**config.mk**
```make
export PLATFORM = sky130hd
export DESIGN_NAME = riscv_instr_encoder
export DESIGN_NICKNAME = d
export VERILOG_FILES = /design/src/rtl/riscv_instr_encoder.sv
export SDC_FILE = /design/constraint.sdc
export NUM_CORES = 1
export LEC_CHECK = 0
export ABC_AREA = 1
export ABC_CLOCK_PERIOD_IN_PS = 2500
export BUFFER_PORTS_ARGS = -buffer_cell sky130_fd_sc_hd__buf_2
export CORE_MARGIN = 2
export CORE_UTILIZATION = 45
export DETAILED_ROUTE_END_ITERATION = 7
export PLACE_DENSITY = 0.71
export SYNTH_ARGS = -nofsm -noshare
export SYNTH_HDL_FRONTEND = slang
export SYNTH_SLANG_ARGS = --single-unit
export TNS_END_PERCENT = 1
```
**constraint.sdc**
```tcl
create_clock -name iclk -period 2.5 [get_ports iclk]
set_input_delay 0 -clock iclk [delete_from_list [all_inputs] [get_ports iclk]]
set_output_delay 0 -clock iclk [all_outputs]
set_load 0.1 [all_outputs]
```
**src/rtl/riscv_instr_encoder.sv**
```systemverilog
// Packs decoded RV32I fields into instruction words and streams them into imem.
// One output register; a new bundle can be taken in the cycle the held word leaves.
module riscv_instr_encoder #(
    parameter int          ADDR_W    = 10,
    parameter int          BASE_ADDR = 0,
    parameter logic [31:0] NOP_INSTR = 32'h0000_0013
) (
    input  logic              iclk,
    input  logic              irst,
    input  logic              istart,
    input  logic              ivalid,
    output logic              oready,
    input  logic              ilast,
    input  logic [6:0]        iop,
    input  logic [4:0]        ird,
    input  logic [4:0]        irs1,
    input  logic [4:0]        irs2,
    input  logic [2:0]        ifunct3,
    input  logic [6:0]        ifunct7,
    input  logic [31:0]       iimm,
    output logic              ovalid,
    input  logic              iready,
    output logic [31:0]       oinstr,
    output logic [ADDR_W-1:0] oaddr,
    output logic              oillegal,
    output logic [ADDR_W:0]   ocount,
    output logic              odone,
    output logic [1:0]        dbg_state
);

    typedef enum logic [1:0] {
        IDLE = 2'd0,
        LOAD = 2'd1,
        DONE = 2'd2
    } state_t;

    localparam logic [ADDR_W-1:0] BASE     = ADDR_W'(BASE_ADDR);
    localparam logic [ADDR_W-1:0] ADDR_ONE = ADDR_W'(1);
    localparam logic [ADDR_W:0]   CNT_ONE  = (ADDR_W + 1)'(1);

    state_t      state;
    logic        last_q;
    logic        last_in;
    logic [31:0] enc_instr;
    logic        enc_illegal;
    logic        in_xfer;
    logic        out_xfer;

    // Handshake: a transfer happens on a rising edge where valid && ready are both 1.
    // Upstream is held off once the last bundle of a session has been taken.
    assign oready    = (state == LOAD) && !last_in && (!ovalid || iready);
    assign in_xfer   = ivalid && oready;
    assign out_xfer  = ovalid && iready;
    assign dbg_state = state;

    always_comb begin
        enc_instr   = NOP_INSTR;
        enc_illegal = 1'b0;
        case (iop)
            7'h33: enc_instr = {ifunct7, irs2, irs1, ifunct3, ird, iop};
            7'h03, 7'h13, 7'h67: enc_instr = {iimm[11:0], irs1, ifunct3, ird, iop};
            7'h23: enc_instr = {iimm[11:5], irs2, irs1, ifunct3, iimm[4:0], iop};
            7'h63: begin
                if (iimm[0]) begin
                    enc_illegal = 1'b1;
                end else begin
                    enc_instr = {iimm[12], iimm[10:5], irs2, irs1, ifunct3,
                                 iimm[4:1], iimm[11], iop};
                end
            end
            7'h37, 7'h17: enc_instr = {iimm[31:12], ird, iop};
            7'h6F: begin
                if (iimm[0]) begin
                    enc_illegal = 1'b1;
                end else begin
                    enc_instr = {iimm[20], iimm[10:1], iimm[11], iimm[19:12], ird, iop};
                end
            end
            default: enc_illegal = 1'b1;
        endcase
    end

    always_ff @(posedge iclk or posedge irst) begin
        if (irst) begin
            state    <= IDLE;
            ovalid   <= 1'b0;
            oinstr   <= 32'h0;
            oaddr    <= BASE;
            oillegal <= 1'b0;
            ocount   <= '0;
            odone    <= 1'b0;
            last_q   <= 1'b0;
            last_in  <= 1'b0;
        end else begin
            odone <= 1'b0;
            case (state)
                IDLE: begin
                    if (istart) begin
                        state   <= LOAD;
                        oaddr   <= BASE;
                        ocount  <= '0;
                        last_q  <= 1'b0;
                        last_in <= 1'b0;
                    end
                end
                LOAD: begin
                    if (out_xfer) begin
                        oaddr  <= oaddr + ADDR_ONE;
                        ocount <= ocount + CNT_ONE;
                        ovalid <= 1'b0;
                        if (last_q) begin
                            state <= DONE;
                            odone <= 1'b1;
                        end
                    end
                    // A word accepted in the same cycle overrides the ovalid clear above.
                    if (in_xfer) begin
                        oinstr   <= enc_instr;
                        oillegal <= enc_illegal;
                        last_q   <= ilast;
                        last_in  <= ilast;
                        ovalid   <= 1'b1;
                    end
                end
                DONE: begin
                    ovalid <= 1'b0;
                    state  <= IDLE;
                end
                default: state <= IDLE;
            endcase
        end
    end

endmodule

```
==> run_results.csv <==
group,metric,value,unit
logic_synthesis,syn_avg_cell_area,6.17,sq um
sta,fin_tns_setup,0,ns
outcome,status,"finished, violations left",
setup_path,cp-end-kind,"register",
power_and_ir_drop,p_int,2010,uW
clock_network,holdBufCountCts,13,
sta,clock-skew-final,0.0113,ns
setup_path,path_max_fanout,25,
global_route,grt_use_total,0.241,
clock_network,clock-sinks,59,
logic_synthesis,ys_top_cells_by_count,"246 x nand2_1, 137 x nand3_1, 87 x nor2_1",
setup_path,arrival,2.38,ns
power_and_ir_drop,power.density,850,mW/mm^2
route,dr.pass1.iters,5,
logic_synthesis,yosys.area.top_type_share,0.334,
sta,max_clock_freq,476,MHz
setup_path,criticalPathCategory,"input port to register",
floorplanning,ios,129,
sta,period_share,0.841,
global_route,grt_pass1_vias,4589,
power_and_ir_drop,leakagePower,0.00322,uW
hold_path,worstHoldStart,"iimm[8]",
global_route,grt_pass1_wl,20.7,mm
power_and_ir_drop,seq_power_share,0.283,
sta,post-route-min-period,2.10,ns
logic_synthesis,synth_cells,716,
floorplanning,initial_core_util,0.458,
setup_path,rr_startpoint,"dbg_state[1]",
power_and_ir_drop,clockPowerShare,0.196,
sta,report.final.slew_viol_count,0,
place,hpwl,8.84,mm
cells_and_area,area_growth,22.5,%
hold_path,hold_path.class,"input port to register",
logic_synthesis,ys_types,29,
floorplanning,die_h,103,um
setup_path,cp-startpoint,"iop[6]",
floorplanning,die_w,103,um
setup_path,critPathCapture,"oinstr[27]",
route,routedWlPerCell,12.7,um
sta,worst_pin_slew,0.743,ns
logic_synthesis,async_reset_ff_frac,1.00,
logic_synthesis,yosys.area.top_type,"dfrtp_1",
floorplanning,die_area,0.0106,sq mm
logic_synthesis,synth_nets,788,
route,drt_iter0_markers,281,
logic_synthesis,yosysMostFrequentCell,"nand2_1",
clock_network,cts-root-buf,"clkbuf_8",
power_and_ir_drop,peakVddDrop,0.000683,V
outcome,failed_checks,"hold timing",
floorplanning,design.core.area,0.00964,sq mm
place,io_buffers,128,
cells_and_area,n_fill_cell,1021,
clock_network,clkLatencyLatePin,0.35,ns
setup_path,rrSetupSlack,0.81,ns
global_route,grt-ovfl-total,0,
sta,grt_setup_unrepaired,"false",
route,wirelength,12.5,mm
logic_synthesis,synth_area,0.00441,sq mm
route,vias,4963,
clock_network,cts_buffers,9,
cells_and_area,drive_above_1_share,0.219,
power_and_ir_drop,power.switching,2580,uW
global_route,grt_max_degree,42,
logic_synthesis,yosys_register_bits,59,
cells_and_area,finish.utilization,0.561,
clock_network,cts_setup_buffers,0,
clock_network,htree_levels,3,
route,vias_per_cell,5.07,
clock_network,cts_resized,0,
clock_network,cts_buffer_depth,2,
logic_synthesis,seq_area_frac_synth,0.334,
floorplanning,rows,36,
setup_path,rr_endpoint,"ocount[9]",
route,drc_errors,0,
clock_network,cts.clk_slew.worst_paths,0.07,ns
sta,hold_violations,1,
sta,maxSlewHeadroom,0.505,
global_route,grt_antenna_before_repair,0,
place,place_congestion,0.869,
logic_synthesis,synth_ff_type,"dfrtp_1",
sta,setup_viol,0,
logic_synthesis,synth-edff-count,0,
clock_network,cts_tree,"yes",
logic_synthesis,ys_warn_count,0,
setup_path,crit_required,2.78,ns
setup_path,r2r_cells,8,
cells_and_area,num-nets-final,912,
route,ant_nets,0,
logic_synthesis,yosys-top-cells-area,"dfrtp_1 33%, nand2_1 21%, nand3_1 16%",
power_and_ir_drop,swShare,0.562,
setup_path,startpoint_type,"input port",
sta,hold_slack,-0.000572,ns
power_and_ir_drop,pwr-share-comb,0.521,
run,maxCapViolations,0,
## power by group through the flow
stage / clock network [uW] / registers [uW] / logic, uW
2_1_floorplan: 0 / 2570 / 694
3_3_place_gp: 0 / 1310 / 2370
3_5_place_dp: 0 / 1320 / 2390
4_1_cts: 912 / 1300 / 2410
5_1_grt: 967 / 1330 / 2540
6_report: 901 / 1300 / 2400
## cells in the final DEF (no fill, tap or decap), types with 2 or more instances in the layout
cell type,netlist,layout
buf_4,3,9
buf_2,15,128
nand3_2,2,2
nor3_1,11,11
or2_2,2,2
a21oi_1,9,9
nand4_1,9,9
inv_2,7,8
dfrtp_1,59,58
nor2_2,3,2
clkinv_2,0,2
ha_1,2,2
nand2_2,9,9
clkbuf_8,0,10
o21ai_1,2,2
dlygate4sd3_1,0,13
inv_1,68,67
o21ai_0,13,13
a22o_1,2,2
nand2_1,246,246
nor2_1,87,87
nand3_1,137,137
clkinvlp_4,0,2
nor2_4,4,5
## stage by stage
stage | total power (uW) | worst slack [ns] | cells | hold WS, ns | area [sq um]
2_1_floorplan | 3260 | 0.0577 | 716 | 0.138 | 4420
3_3_place_gp | 3680 | 0.866 | 949 | 0.157 | 5070
3_5_place_dp | 3700 | 0.812 | 949 | 0.164 | 5070
4_1_cts | 4620 | 0.422 | 978 | 0.00156 | 5410
5_1_grt | 4840 | 0.225 | 978 | 0.0303 | 5410
6_report | 4600 | 0.398 | 979 | -0.000572 | 5410
## worst min path at each step
stage / endpoint / depth (start not counted) / slack (ns)
6_report: oinstr[28] / 5 / -0.0006
5_1_grt: oinstr[21] / 5 / 0.03
4_1_cts: oinstr[28] / 5 / 0.002
3_5_place_dp: oinstr[0] / 2 / 0.16
3_3_place_gp: oinstr[1] / 2 / 0.16
2_1_floorplan: oinstr[6] / 2 / 0.14
## routing by layer
layer | wire length [um] | part of all wire | global-route usage | vias to the layer above
met5 | 0 | 0 | 0 | -
met4 | 275 | 0.022 | 0.102 | 0
met1 | 5930 | 0.48 | 0.332 | 2253
met2 | 5570 | 0.45 | 0.373 | 175
li1 | - | - | - | 2509
met3 | 691 | 0.055 | 0.0414 | 26
## critical path, cell delays in order
cell and delay [ns]:
dlygate4sd3_1 0.52, buf_2 0.18, inv_2 0.08, nor2_4 0.30
nand2_2 0.16, nand3_4 0.31, nand2_1 0.09, nand3_1 0.09
dlygate4sd3_1 0.54, nand2_1 0.05, nand2_1 0.07
## flip-flops by register name (all words and copies together) (netlist names)
| register | cells |
|---|---|
| dbg_state | 2 |
| last_in | 1 |
| oaddr | 10 |
| ocount | 11 |
| odone | 1 |
| oillegal | 1 |
| oinstr | 32 |
| ovalid | 1 |
## layout make-up
cell class	count	area, sq um	share of cell area
Timing Repair Buffer	150	838	0.155
Sequential cell	59	1480	0.273
Inverter	75	282	0.0521
Antenna cell	1	2.50	0.000463
Tap cell	133	166	0.0308
Clock inverter	6	63.8	0.0118
Clock buffer	10	138	0.0255
Multi-Input combinational cell	545	2440	0.451
## logic make-up (layout without fill, tap and decap cells)
group,count (synthesis),count (layout),synth area share
AOI/OAI and AO/OA,30,30,0.0386
xor gates and xnor gates,1,1,0.00198
adders and majority gates,2,2,0.00567
buffers and inverters,112,241,0.116
DFF,59,59,0.334
other,0,1,0
and+or+nand+nor,512,512,0.504
No activity file was read; power rests on OpenSTA's default activity.
